$ cat src/rtl/tmds_encoder.sv
// tmds_encoder: three-channel DVI 8b/10b TMDS encoder, 2-cycle latency, pixelClock domain.
// Define TMDS_HDMI_PERIODS_EN to also emit HDMI video preamble and guard-band codes.
module tmds_encoder (
  input  logic       pixelClock,
  input  logic       reset,
  input  logic       dataEnable,
  input  logic       hSync,
  input  logic       vSync,
  input  logic       activeVideoPreamble,
  input  logic       activeVideoGuardBand,
  input  logic [7:0] blue,
  input  logic [7:0] green,
  input  logic [7:0] red,
  output logic [9:0] tmds0,
  output logic [9:0] tmds1,
  output logic [9:0] tmds2
);

  typedef enum logic [1:0] {
    PERIOD_CONTROL,
    PERIOD_DATA,
    PERIOD_GUARD,
    PERIOD_PREAMBLE
  } period_t;

  typedef struct packed {
    logic signed [4:0] cnt;
    logic [9:0]        symbol;
  } balance_t;

  localparam logic [9:0] CTRL_00 = 10'b1101010100;
  localparam logic [9:0] CTRL_01 = 10'b0010101011;
  localparam logic [9:0] CTRL_10 = 10'b0101010100;
  localparam logic [9:0] CTRL_11 = 10'b1010101011;
`ifdef TMDS_HDMI_PERIODS_EN
  localparam logic [9:0] GUARD_EVEN = 10'b1011001100;
  localparam logic [9:0] GUARD_ODD  = 10'b0100110011;
`endif

  function automatic logic [9:0] controlCode(input logic [1:0] c);
    case (c)
      2'b01:   controlCode = CTRL_01;
      2'b10:   controlCode = CTRL_10;
      2'b11:   controlCode = CTRL_11;
      default: controlCode = CTRL_00;
    endcase
  endfunction

  function automatic logic [3:0] countOnes(input logic [7:0] d);
    countOnes = 4'd0;
    for (int i = 0; i < 8; i++) countOnes = countOnes + {3'd0, d[i]};
  endfunction

  function automatic logic [8:0] minimiseTransitions(input logic [7:0] d);
    logic [3:0] ones;
    logic       useXnor;
    logic [8:0] q;
    ones    = countOnes(d);
    useXnor = (ones > 4'd4) || (ones == 4'd4 && !d[0]);
    q       = 9'd0;
    q[0]    = d[0];
    for (int i = 1; i < 8; i++) q[i] = useXnor ? ~(q[i-1] ^ d[i]) : (q[i-1] ^ d[i]);
    q[8]    = ~useXnor;
    return q;
  endfunction

  // bias is n1 - n0 of q_m[7:0], always even and within -8..+8
  function automatic balance_t dcBalance(input logic [8:0] qm, input logic signed [4:0] cntIn);
    logic signed [5:0] wideBias;
    logic signed [4:0] bias;
    balance_t          r;
    wideBias = $signed({1'b0, countOnes(qm[7:0]), 1'b0}) - 6'sd8;
    bias     = wideBias[4:0];
    if (cntIn == 5'sd0 || bias == 5'sd0) begin
      r.symbol = {~qm[8], qm[8], qm[8] ? qm[7:0] : ~qm[7:0]};
      r.cnt    = qm[8] ? cntIn + bias : cntIn - bias;
    end else if ((cntIn > 5'sd0 && bias > 5'sd0) || (cntIn < 5'sd0 && bias < 5'sd0)) begin
      r.symbol = {1'b1, qm[8], ~qm[7:0]};
      r.cnt    = cntIn + (qm[8] ? 5'sd2 : 5'sd0) - bias;
    end else begin
      r.symbol = {1'b0, qm[8], qm[7:0]};
      r.cnt    = cntIn - (qm[8] ? 5'sd0 : 5'sd2) + bias;
    end
    return r;
  endfunction

  logic [7:0]        pixel [3];
  period_t           periodIn;
  period_t           periodS1;
  logic [1:0]        syncS1;
  logic [8:0]        qmS1 [3];
  logic [1:0]        ctrlBits [3];
  balance_t          balanced [3];
  logic [9:0]        symbolNext [3];
  logic signed [4:0] cntNext [3];
  logic [9:0]        symbol [3];
  logic signed [4:0] cnt [3];

  assign pixel[0] = blue;
  assign pixel[1] = green;
  assign pixel[2] = red;

  always_comb begin
    periodIn = PERIOD_CONTROL;
    if (dataEnable) periodIn = PERIOD_DATA;
`ifdef TMDS_HDMI_PERIODS_EN
    else if (activeVideoGuardBand) periodIn = PERIOD_GUARD;
    else if (activeVideoPreamble) periodIn = PERIOD_PREAMBLE;
`endif
  end

`ifndef TMDS_HDMI_PERIODS_EN
  logic unusedHdmiPeriods;
  assign unusedHdmiPeriods = activeVideoPreamble | activeVideoGuardBand;
`endif

  always_ff @(posedge pixelClock or posedge reset) begin
    if (reset) begin
      periodS1 <= PERIOD_CONTROL;
      syncS1   <= 2'b00;
      for (int ch = 0; ch < 3; ch++) qmS1[ch] <= 9'd0;
    end else begin
      periodS1 <= periodIn;
      syncS1   <= {vSync, hSync};
      for (int ch = 0; ch < 3; ch++) qmS1[ch] <= minimiseTransitions(pixel[ch]);
    end
  end

  always_comb begin
    ctrlBits[0] = syncS1;
    ctrlBits[1] = 2'b00;
    ctrlBits[2] = 2'b00;
`ifdef TMDS_HDMI_PERIODS_EN
    if (periodS1 == PERIOD_PREAMBLE) ctrlBits[1] = 2'b01;
`endif
    for (int ch = 0; ch < 3; ch++) begin
      balanced[ch]   = dcBalance(qmS1[ch], cnt[ch]);
      symbolNext[ch] = controlCode(ctrlBits[ch]);
      cntNext[ch]    = 5'sd0;
      if (periodS1 == PERIOD_DATA) begin
        symbolNext[ch] = balanced[ch].symbol;
        cntNext[ch]    = balanced[ch].cnt;
      end
`ifdef TMDS_HDMI_PERIODS_EN
      else if (periodS1 == PERIOD_GUARD) begin
        symbolNext[ch] = (ch == 1) ? GUARD_ODD : GUARD_EVEN;
      end
`endif
    end
  end

  always_ff @(posedge pixelClock or posedge reset) begin
    if (reset) begin
      for (int ch = 0; ch < 3; ch++) begin
        symbol[ch] <= CTRL_00;
        cnt[ch]    <= 5'sd0;
      end
    end else begin
      for (int ch = 0; ch < 3; ch++) begin
        symbol[ch] <= symbolNext[ch];
        cnt[ch]    <= cntNext[ch];
      end
    end
  end

  assign tmds0 = symbol[0];
  assign tmds1 = symbol[1];
  assign tmds2 = symbol[2];

endmodule

$ cat config.mk
export PLATFORM = sky130hd
export DESIGN_NAME = tmds_encoder
export DESIGN_NICKNAME = d
export VERILOG_FILES = /design/src/rtl/tmds_encoder.sv
export SDC_FILE = /design/constraint.sdc
export NUM_CORES = 1
export LEC_CHECK = 0
export BUFFER_PORTS_ARGS = -buffer_cell sky130_fd_sc_hd__buf_2
export CAP_MARGIN = 10
export CORE_MARGIN = 2
export CORE_UTILIZATION = 60
export CTS_BUF_LIST = sky130_fd_sc_hd__clkbuf_16
export CTS_CLUSTER_SIZE = 8
export DETAILED_ROUTE_END_ITERATION = 10
export PLACE_DENSITY = 0.87
export SYNTH_ARGS = -nofsm -noshare
export SYNTH_HDL_FRONTEND = slang
export SYNTH_SLANG_ARGS = --single-unit
$ cat constraint.sdc
create_clock -name pixelClock -period 5.7 [get_ports pixelClock]
set_input_delay 1.14 -clock pixelClock [delete_from_list [all_inputs] [get_ports pixelClock]]
set_output_delay 1.14 -clock pixelClock [all_outputs]
set_load 0.02 [all_outputs]
# After elaboration in Yosys (flattened, before gate mapping)
# Index checks and enable logic that the tools add are counted.
# Widths: inputs -> output; s select.
[word_totals]
input_bits = 31
word_cells = 221
out_inout_bits = 30
reg_bits = 76
[classes]
muxes = 47
bitwise = 51
magnitude_cmp = 15
eq_ne = 7
reduce_logical = 27
n_addsub = 63
[op_table]
columns = ["cell", "n"]
rows = [
  ["$add 4x1->4", 24],
  ["$mux 15", 6],
  ["$add 5x5->5", 6],
  ["$gt 5x1->1 const B", 6],
  ["$logic_not 5->1", 6],
  ["$lt 5x1->1 const B", 6],
  ["$mux 10", 3],
  ["$mux 5", 6],
  ["$pmux 10 s3", 1],
  ["$sub 5x5->5", 6],
  ["$not 1->1", 27],
  ["$add 3x1->4", 6],
  ["$mux 8", 3],
  ["$not 8->8", 3],
  ["$mux 1", 22],
  ["$xor 1x1->1", 21],
  ["$add 2x1->3", 6],
  ["$add 5x3->5", 3],
  ["$sub 5x3->5", 3],
  ["$sub 5x4->5 const B", 3],
  ["$add 1x1->2", 6],
  ["$eq 4x3->1 const B", 3],
  ["$gt 4x3->1 const B", 3],
  ["$mux 2", 6],
  ["other kinds (5)", 25],
]

# Longest topological paths before layout
# Gate-level depths: netlist (run 1).
[depth]
word_depth = 29
depth_mapped = 17
mapped_depth_nobuf = 17

# Worst setup path after synthesis (run 1)
# No wires, ideal clock.
[synth_path]
path_type = "register to register"
start = "reg qmS1[9] (netlist bit)"
end = "reg cnt[9] (netlist bit)"
stages_incl_launch_ff = 17
synth_period_minus_slack_ns = 4.221
path_buffers = 0
setup_time_ns = 0.078
setup_slack_ns = 1.479
arrival_time_ns = 4.144
t_required_ns = 5.622
cell_sequence = "dfrtp_1 > fa_1 > inv_1 > fa_1 > fa_1 > inv_1 > ha_1 > fa_1 > inv_1 > ha_1 > mux2_2 > ha_1 > a21o_1 > a21oi_1 > xnor3_1 > nor2_1 > o2bb2ai_1"
[synth_lines]
columns = ["element", "line_no", "rtl"]
rows = [
  ["start: declaration", "91", "logic [8:0] qmS1 [3];"],
  ["end signal: indexed assignment", "161", "cnt[ch] <= cntNext[ch];"],
  ["end: declaration", "97", "logic signed [4:0] cnt [3];"],
]

==> results.json, run 1 <==
{
  "finalCritPeriodShare_pct": 80.59,
  "cts_tree": "done",
  "r2r-start": "qmS1[18]",
  "reg2reg_to": "tmds0[3]",
  "worstRegToRegCells": 15,
  "vias_per_cell": 5.180,
  "die_area_mm2": 0.01029,
  "end_kind": "register",
  "area_growth_pct": 14.30,
  "grt_start_max_net_pins": 73,
  "syn_area_per_cell_um2": 10.67,
  "cts.path.max_buffers": 2,
  "core_mm2": 0.009240,
  "critical_path.startpoint": "qmS1[18]",
  "relSlewSlack_pct": 41.78,
  "setup_tns_ns": 0,
  "cp.arrival_ns": 4.79,
  "row_count": 35,
  "synth_area_mm2": 0.005698,
  "num_vias": 3802,
  "gr-total-overflow": 0,
  "critPathKind": "register to register",
  "ctsResizeCount": 0,
  "synth_edf_count": 0,
  "critical_path_required_ns": 5.89,
  "yosysTopAreaCellShare_pct": 25.03,
  "worst_pin_slew_ns": 0.8732,
  "slew_violations": 0,
  "firstDrtPassIters": 5,
  "grt_pass1_vias": 4315,
  "grt_pass1_wl_um": 19420,
  "nets": 737,
  "setup_viol": 0,
  "fmax_mhz": 217.7,
  "ys_seq_area_share_pct": 31.95,
  "place.port_buffers": 58,
  "status": "complete, no violations",
  "drtIter0Drc": 142,
  "post-synth-top-count-cell": "inv_1",
  "grtUsageTotal_pct": 24.32,
  "numCtsBuffers": 9,
  "die_y_um": 101.5,
  "synth_area_leaders": "dfrtp_1 25%, ha_1 15%, fa_1 14%, xnor2_1 8.8%, dfstp_2 6.9%",
  "clock_sinks": 72,
  "grt_antenna_before_repair": 0,
  "hold_buffers": 0,
  "hold_viol": 0,
  "clk_pin_slew_ns": 0.06,
  "wl_per_cell_um": 15.49,
  "start_util_pct": 61.67,
  "async_reset_ff_share_pct": 100.0,
  "cp_max_fo": 9,
  "num_antenna_cells": 0,
  "io_pins": 61,
  "drc": 0,
  "hp-class": "register to register",
  "rrSetupSlack_ns": 1.11,
  "ys_ff_latch": 72,
  "die_width_um": 101.5,
  "clock_skew_ns": 0.007633,
  "rsz0062_at_grt": "false",
  "min_period_ns": 4.594,
  "maxCapViolations": 0,
  "setup.worst_path.end": "tmds0[3]",
  "routed_wl_um": 11370,
  "critPathLaunchType": "register",
  "ys_types": 42,
  "htreeDepth": 3,
  "ys_top_cells_by_count": "105 x inv_1, 67 x ha_1, 57 x dfrtp_1, 57 x xnor2_1, 39 x fa_1",
  "hpwl_um": 8275,
  "synth_fp_nets": 671,
  "cts-root-buf": "clkbuf_16",
  "synth_top_area_cell": "dfrtp_1",
  "drive_gt1_share_pct": 18.68,
  "yosysWarnings": 0,
  "synthFlopType": "dfrtp_1",
  "clk_latency_ns": 0.34,
  "place_congestion": 0.8740,
  "fillers": 609,
  "post_cts_buffers": 0,
  "syn-instance-count": 534,
  "drtAntennaViolNets": 0
}
-- layout make-up --
class | count | area (um^2) | share of cell area, %
well taps | 129 | 161.4 | 2.478
inverters | 111 | 416.7 | 6.398
multi-input cells | 343 | 3420 | 52.51
clock inverters | 7 | 141.4 | 2.171
clock buffers | 9 | 225.2 | 3.458
flip-flops and latches | 72 | 1821 | 27.95
repair buffers | 63 | 327.8 | 5.034
-- worst max-delay path, cell delays in order, from the launching register on --
cell	delay (ns)
dfrtp_1	0.41
fa_1	0.54
inv_1	0.05
fa_1	0.46
fa_1	0.50
inv_1	0.05
ha_1	0.20
fa_1	0.39
xor2_1	0.45
ha_1	0.38
ha_1	0.23
nand2b_1	0.14
o22ai_1	0.17
buf_4	0.22
xor2_1	0.17
a21oi_1	0.09
-- routing by layer --
metal	share of wire, %	up-vias	global-route usage (%)
met5	0	-	0
met4	3.3	0	12.79
met3	4.1	38	4.348
met2	54	116	44.01
met1	38	1844	27.24
li1	-	1804	-
-- stage by stage --
stage / worst slack [ns] / hold slack (ns) / cells / utilization [%] / area, um^2
floorplan: 1.479 / 0.4900 / 534 / - / 5698
global placement: 1.236 / 0.5247 / 718 / 66.51 / 6146
detailed placement: 1.137 / 0.5447 / 718 / 66.51 / 6146
CTS: 1.116 / 0.5573 / 734 / 70.48 / 6513
global route: 0.8982 / 0.5760 / 734 / 70.48 / 6513
finish: 1.106 / 0.5499 / 734 / 70.48 / 6513
-- sequential cells by signal, summed over array words and instances, names as in the netlist --
name	count
syncS1	2
qmS1	27
tmds2	10
tmds0	10
periodS1	1
cnt	12
tmds1	10
-- cell families after synthesis --
group	after synthesis	share of synthesized area (%)
AOI/OAI and AO/OA	69	8.586
and+or+nand+nor	64	5.204
DFF	72	31.95
muxes	9	1.625
buffers and inverters	119	8.037
adders and majority gates	106	28.41
xor gates and xnor gates	95	16.18
-- layout by cell type, fill, tap and decap left out, types with 5 or more instances in the layout --
cell type and count:
a21oi_1 26, clkbuf_16 9, inv_2 7, o211a_1 6, xnor2_1 57, xor2_1 31, dfrtp_1 57, o22ai_1 5
nand2_1 28, nor2_1 12, buf_2 58, a21o_1 11, ha_1 67, and2_1 10, fa_1 39, buf_4 5
inv_1 105, dfstp_2 15, mux2i_1 7
-- worst min-delay path by stage --
stage                         from  endpoint  depth (start not counted)
after floorplan           qmS1[11]  tmds1[2]                          2
after global placement     qmS1[2]  tmds2[2]                          2
after detailed placement   qmS1[2]  tmds2[2]                          2
after CTS                  qmS1[2]  tmds2[2]                          2
after global routing       qmS1[2]  tmds2[2]                          2
final                      qmS1[2]  tmds2[2]                          2
Power of run 1 is not shown: default switching activity piles up to over one toggle a cycle in this logic, so the estimate is an artifact.
==> inputs of run 2 (changes only) <==
--- a/config.mk
+++ b/config.mk
@@ -5,14 +5,15 @@
 export SDC_FILE = /design/constraint.sdc
 export NUM_CORES = 1
 export LEC_CHECK = 0
+export ABC_AREA = 1
 export BUFFER_PORTS_ARGS = -buffer_cell sky130_fd_sc_hd__buf_2
 export CAP_MARGIN = 10
 export CORE_MARGIN = 2
-export CORE_UTILIZATION = 60
+export CORE_UTILIZATION = 61
 export CTS_BUF_LIST = sky130_fd_sc_hd__clkbuf_16
 export CTS_CLUSTER_SIZE = 8
 export DETAILED_ROUTE_END_ITERATION = 10
-export PLACE_DENSITY = 0.87
+export PLACE_DENSITY = 0.88
 export SYNTH_ARGS = -nofsm -noshare
 export SYNTH_HDL_FRONTEND = slang
 export SYNTH_SLANG_ARGS = --single-unit
==> constraint.sdc (replaced) <==
create_clock -name pixelClock -period 4.45 [get_ports pixelClock]
set_input_delay 0.89 -clock pixelClock [delete_from_list [all_inputs] [get_ports pixelClock]]
set_output_delay 0.89 -clock pixelClock [all_outputs]
set_load 0.02 [all_outputs]
==> run 2 against run 1 <==
  * The flow now finishes with violations (negative setup slack)
  * Critical path depth increased by 2
  * Area after synthesis up 7.3%
  * Final area rose by 9.9%
  * Die area grew 5.4%
  * Highest routed layer unchanged
  * Synthesized cell count up 34%
  * Critical endpoint is now cnt[4]
==> results.json, run 2 <==
{
  "async_reset_ff_share_pct": 100.0,
  "critical_path.startpoint": "qmS1[0]",
  "setup_slack_ns": -0.06214,
  "die_y_um": 104.1,
  "regArea_mm2": 0.001821,
  "cts-root-buf": "clkbuf_16",
  "critPathLaunchType": "register",
  "grtUsageTotal_pct": 26.36,
  "synth_edf_count": 0,
  "htreeDepth": 3,
  "worst_pin_slew_ns": 0.7301,
  "cp.arrival_ns": 4.74,
  "hpwl_um": 10460,
  "syn-instance-count": 714,
  "r2r-start": "qmS1[0]",
  "end_kind": "register",
  "synth_top_family_by_area": "adder cells",
  "vias_per_cell": 5.444,
  "synth_xor_area_share_pct": 7.140,
  "relSlewSlack_pct": 51.25,
  "critPathKind": "register to register",
  "reg2reg_to": "cnt[4]",
  "ys_ff_latch": 72,
  "grt_pass1_wl_um": 22980,
  "slew_violations": 0,
  "post_dp_cell_area_mm2": 0.006600,
  "post-route-cell-area_mm2": 0.007156,
  "final_cell_mix": "152 x inv_1, 135 x nand2_1, 58 x buf_2",
  "die_area_mm2": 0.01084,
  "reg_top3": "qmS1 (27), cnt (12)",
  "fmax_mhz": 221.6,
  "maxCapViolations": 0,
  "routed_wl_um": 14940,
  "place_congestion": 0.8799,
  "clock_skew_ns": 0.007652,
  "drtAntennaViolNets": 0,
  "regMostFlops": "qmS1",
  "rrSetupSlack_ns": -0.06,
  "setup.worst_path.end": "cnt[4]",
  "drc": 0,
  "yosysWarnings": 0,
  "ys_top_cells_by_count": "156 x inv_1, 135 x nand2_1, 67 x ha_1",
  "num_antenna_cells": 0,
  "syn_area_per_cell_um2": 8.566,
  "die_width_um": 104.1,
  "min_period_ns": 4.512,
  "fin_cells": 927,
  "core_mm2": 0.009774,
  "yosysTopAreaCellShare_pct": 23.32,
  "hp-class": "register to register",
  "synth_area_leaders": "dfrtp_1 23%, ha_1 14%, fa_1 13%, inv_1 9.6%, nand2_1 8.3%",
  "start_util_pct": 62.57,
  "gr-total-overflow": 0,
  "io_pins": 61,
  "drive_gt1_share_pct": 22.54,
  "final_common_cell": "inv_1",
  "largest_register_ffs": 27,
  "setup_viol": 2,
  "synth_top_area_cell": "dfrtp_1",
  "drtIter0Drc": 419,
  "cts.path.max_buffers": 2,
  "synth_fa_ha_area_share_pct": 26.47,
  "clk_latency_ns": 0.34,
  "hold_viol": 0,
  "ys_seq_area_share_pct": 29.77,
  "finalCritPeriodShare_pct": 101.4,
  "place.port_buffers": 58,
  "synth_area_mm2": 0.006116,
  "violations": "negative setup slack",
  "cp.depth": 17,
  "clock_sinks": 72,
  "crit_chain": "fa_1 > inv_1 > fa_1 > fa_1 > inv_1 > ha_2 > inv_1 > fa_2 > ha_4 > nor2_1 > xor2_1 > inv_1 > ha_1 > a21o_1 > nand3b_1 > a21oi_2 > nor2_2",
  "slowest_delay_ns": 0.56,
  "path_buf_inv": 4,
  "numCtsBuffers": 9,
  "clk_pin_slew_ns": 0.06,
  "critical_path_required_ns": 4.68,
  "yosys.area_share.simple_pct": 18.09,
  "grt_antenna_before_repair": 0,
  "crit_family": "adder cells",
  "wl_per_cell_um": 16.12,
  "ys_types": 31,
  "cts_tree": "done",
  "multi_input_area_mm2": 0.003862,
  "synth_fp_nets": 851,
  "synthFlopType": "dfrtp_1",
  "numPlacedInstances": 908,
  "worstRegToRegCells": 17,
  "nets": 926,
  "post-synth-top-count-cell": "inv_1",
  "synth_compound_area_share_pct": 7.610,
  "grt_pass1_vias": 5091,
  "grt_start_max_net_pins": 38,
  "firstDrtPassIters": 8,
  "cp_max_fo": 5,
  "synth.area.mux_share_pct": 0,
  "cpMostUsedCell": "inv_1",
  "area_growth_pct": 17.00,
  "critPathSlowestCell": "fa_2",
  "status": "complete, but fails checks",
  "row_count": 36,
  "num_vias": 5047,
  "fillers": 636
}
-- run 2: how the worst min path moves through the flow --
| stage | startpoint | endpoint | slack (ns) | depth (start not counted) |
|---|---|---|---|---|
| after CTS | qmS1[25] | tmds0[7] | 0.48 | 1 |
| after global placement | qmS1[23] | tmds0[5] | 0.46 | 1 |
| after global routing | qmS1[23] | tmds0[5] | 0.50 | 1 |
| final | qmS1[25] | tmds0[7] | 0.49 | 1 |
| after floorplan | qmS1[23] | tmds0[5] | 0.44 | 1 |
| after detailed placement | qmS1[23] | tmds0[5] | 0.47 | 1 |
-- run 2: logic make-up (layout without fill, tap and decap cells) --
logic type	after synthesis	count (layout)
and+or+nand+nor	246	246
buffers and inverters	169	249
adders and majority gates	106	106
AOI/OAI and AO/OA	72	72
DFF	72	72
xor gates and xnor gates	49	49
-- run 2: metrics by stage --
stage / utilization, % / worst slack, ns / setup TNS (ns) / hold WS (ns)
6_report: 73.21 / -0.06214 / -0.08624 / 0.4878
5_1_grt: 73.21 / -0.1462 / -0.4195 / 0.4963
4_1_cts: 70.60 / 0.04263 / 0 / 0.4822
3_5_place_dp: 67.52 / -0.04518 / -0.04518 / 0.4702
3_3_place_gp: 67.52 / 0.2079 / 0 / 0.4602
2_1_floorplan: - / 0.3076 / 0 / 0.4353
-- run 2: routing by layer --
metal  track usage, %  up-vias  share of wire (%)
met2            47.84      233                 52
met4            12.55        0                4.4
met1            30.20     2400                 38
li1                 -     2334                  -
met5                0        -                  0
met3            4.323       80                5.6
-- run 2: timing repair --
| item | in CTS | in global routing |
|---|---|---|
| hold buffers | 0 | 0 |
| setup endpoints to repair | 1 | 21 |
| setup buffers | 0 | 3 |
| gates resized for setup | 2 | 36 |
| cloned | 0 | 0 |
| pin swaps | 0 | 9 |
-- run 2: area by class of cell --
type	instances	area share [%]
inverters	162	8.498
flip-flops and latches	72	25.44
multi-input cells	473	53.98
clock inverters	7	1.014
clock buffers	9	3.147
repair buffers	71	5.595
well taps	133	2.326
Power of run 2 is left out for the same reason.
==> inputs of run 3 (changes only) <==
--- a/config.mk
+++ b/config.mk
@@ -9,11 +9,11 @@
 export BUFFER_PORTS_ARGS = -buffer_cell sky130_fd_sc_hd__buf_2
 export CAP_MARGIN = 10
 export CORE_MARGIN = 2
-export CORE_UTILIZATION = 61
+export CORE_UTILIZATION = 60
 export CTS_BUF_LIST = sky130_fd_sc_hd__clkbuf_16
 export CTS_CLUSTER_SIZE = 8
 export DETAILED_ROUTE_END_ITERATION = 10
-export PLACE_DENSITY = 0.88
+export PLACE_DENSITY = 0.87
 export SYNTH_ARGS = -nofsm -noshare
 export SYNTH_HDL_FRONTEND = slang
 export SYNTH_SLANG_ARGS = --single-unit
==> constraint.sdc (replaced) <==
create_clock -name pixelClock -period 4.45 [get_ports pixelClock]
set_input_delay 0 -clock pixelClock [delete_from_list [all_inputs] [get_ports pixelClock]]
set_output_delay 0 -clock pixelClock [all_outputs]
set_load 0.02 [all_outputs]
==> run 3 against run 2 <==
  * Clock skew decreased by 0.0023 ns
  * Sequential cell count unchanged
  * The run still ends with negative setup slack left
  * Highest routed layer unchanged
  * Final area up 0.33%
  * Non-clock buffer count increased by 12
==> results.json, run 3 (same netlist as run 2, synthesis figures left out) <==
{
  "status": "complete, but fails checks",
  "violations": "negative setup slack",
  "wl_per_cell_um": 14.77,
  "grt_start_max_net_pins": 73,
  "routed_wl_um": 13870,
  "clock_skew_ns": 0.005332,
  "clock_sinks": 72,
  "setup_slack_ns": -0.01610,
  "htreeDepth": 3,
  "row_count": 36,
  "place.port_buffers": 58,
  "hold_viol": 0,
  "post-route-cell-area_mm2": 0.007179,
  "gr-total-overflow": 0,
  "drive_gt1_share_pct": 21.59,
  "firstDrtPassIters": 5,
  "finalCritPeriodShare_pct": 100.4,
  "min_period_ns": 4.466,
  "worst_pin_slew_ns": 0.8398,
  "critPathLaunchType": "register",
  "slew_violations": 0,
  "core_mm2": 0.009819,
  "grtUsageTotal_pct": 24.18,
  "num_antenna_cells": 0,
  "clk_pin_slew_ns": 0.06,
  "drtAntennaViolNets": 0,
  "setup_tns_ns": -0.01610,
  "die_width_um": 105.0,
  "start_util_pct": 62.28,
  "rrSetupSlack_ns": -0.02,
  "worstHoldStart": "red[2]",
  "end_kind": "register",
  "fmax_mhz": 223.9,
  "area_growth_pct": 17.39,
  "hpwl_um": 9660,
  "die_area_mm2": 0.01102,
  "grt_pass1_wl_um": 21560,
  "holdWs_ns": 0.004442,
  "critical_path_required_ns": 4.68,
  "critical_path.startpoint": "qmS1[0]",
  "final_core_util_pct": 73.11,
  "post_dp_cell_area_mm2": 0.006580,
  "place_congestion": 0.8655,
  "cp.arrival_ns": 4.70,
  "cts_tree": "done",
  "numCtsBuffers": 9,
  "cp_max_fo": 4,
  "regMostFlops": "qmS1",
  "nets": 938,
  "grt_antenna_before_repair": 0,
  "drtIter0Drc": 302,
  "r2r-start": "qmS1[0]",
  "grt_pass1_vias": 4964,
  "final_common_cell": "inv_1",
  "relSlewSlack_pct": 44.01,
  "cts.path.max_buffers": 2,
  "num_vias": 4965,
  "die_y_um": 105.0,
  "largest_register_ffs": 27,
  "setup_viol": 1,
  "reg_top3": "qmS1 (27), cnt (12)",
  "fillers": 673,
  "clk_latency_ns": 0.34,
  "hp-class": "input pin to register",
  "io_pins": 61,
  "final_cell_mix": "152 x inv_1, 135 x nand2_1, 58 x buf_2",
  "drc": 0,
  "maxCapViolations": 0,
  "cts-root-buf": "clkbuf_16",
  "critPathKind": "register to register",
  "vias_per_cell": 5.288,
  "rsz0062_at_grt": "true"
}
-- run 3: cell types whose count changed in the layout (fill, tap and decap cells not counted), sizes merged --
cell         previous run  this run
inv                   162       164
clkinvlp                4         2
bufinv                  1         0
buf                    71        73
dlygate4sd3             0        10
clkinv                  2         3
-- run 3: area by class of cell --
| class | count | area, um^2 | area share, % |
|---|---|---|---|
| multi-input cells | 473 | 3785 | 52.72 |
| flip-flops and latches | 72 | 1821 | 25.36 |
| inverters | 162 | 608.1 | 8.470 |
| repair buffers | 83 | 528.0 | 7.354 |
| clock buffers | 9 | 225.2 | 3.137 |
| well taps | 133 | 166.4 | 2.318 |
| clock inverters | 7 | 46.29 | 0.6448 |
-- run 3: metrics by stage --
stage	instances	setup WS, ns
floorplan	714	0.3076
global placement	907	0.2033
detailed placement	907	0.06341
CTS	933	0.002373
global route	939	-0.1084
finish	939	-0.01610
-- run 3: metal layers --
layer | share of wire, % | wire (um) | vias to the layer above | track usage [%]
met5 | 0 | 0 | - | 0
met4 | 3.3 | 463 | 0 | 10.00
met3 | 4.3 | 595 | 45 | 3.369
met2 | 53 | 7408 | 164 | 44.43
met1 | 39 | 5398 | 2395 | 28.12
li1 | - | - | 2361 | -
-- run 3: worst max-delay path, stage by stage (launching register included) --
cell	delay, ns
dfrtp_1	0.41
fa_1	0.55
inv_1	0.05
fa_1	0.51
fa_1	0.41
inv_1	0.08
ha_2	0.18
inv_1	0.06
fa_2	0.63
ha_1	0.25
nand2_1	0.08
o21ai_1	0.09
ha_1	0.30
a21oi_1	0.18
inv_1	0.06
a21o_1	0.16
nand3b_1	0.15
a21oi_1	0.14
nor2_1	0.06
-- run 3: worst paths after layout --
path	to	depth (start not counted)
max	cnt[4]	18
min	qmS1[2]	3
max reg2reg	cnt[4]	18
min reg2reg	tmds0[5]	1
max in group asynchronous	cnt[1]	4
min in group asynchronous	qmS1[19]	4
-- run 3: repair_timing --
action / CTS / global route
gates resized for setup: 0 / 31
hold buffers: 10 / 0
setup endpoints to repair: 0 / 27
buffers inserted: 0 / 6
endpoints found under the hold margin: 66 / 0
Power of run 3 is left out for the same reason.
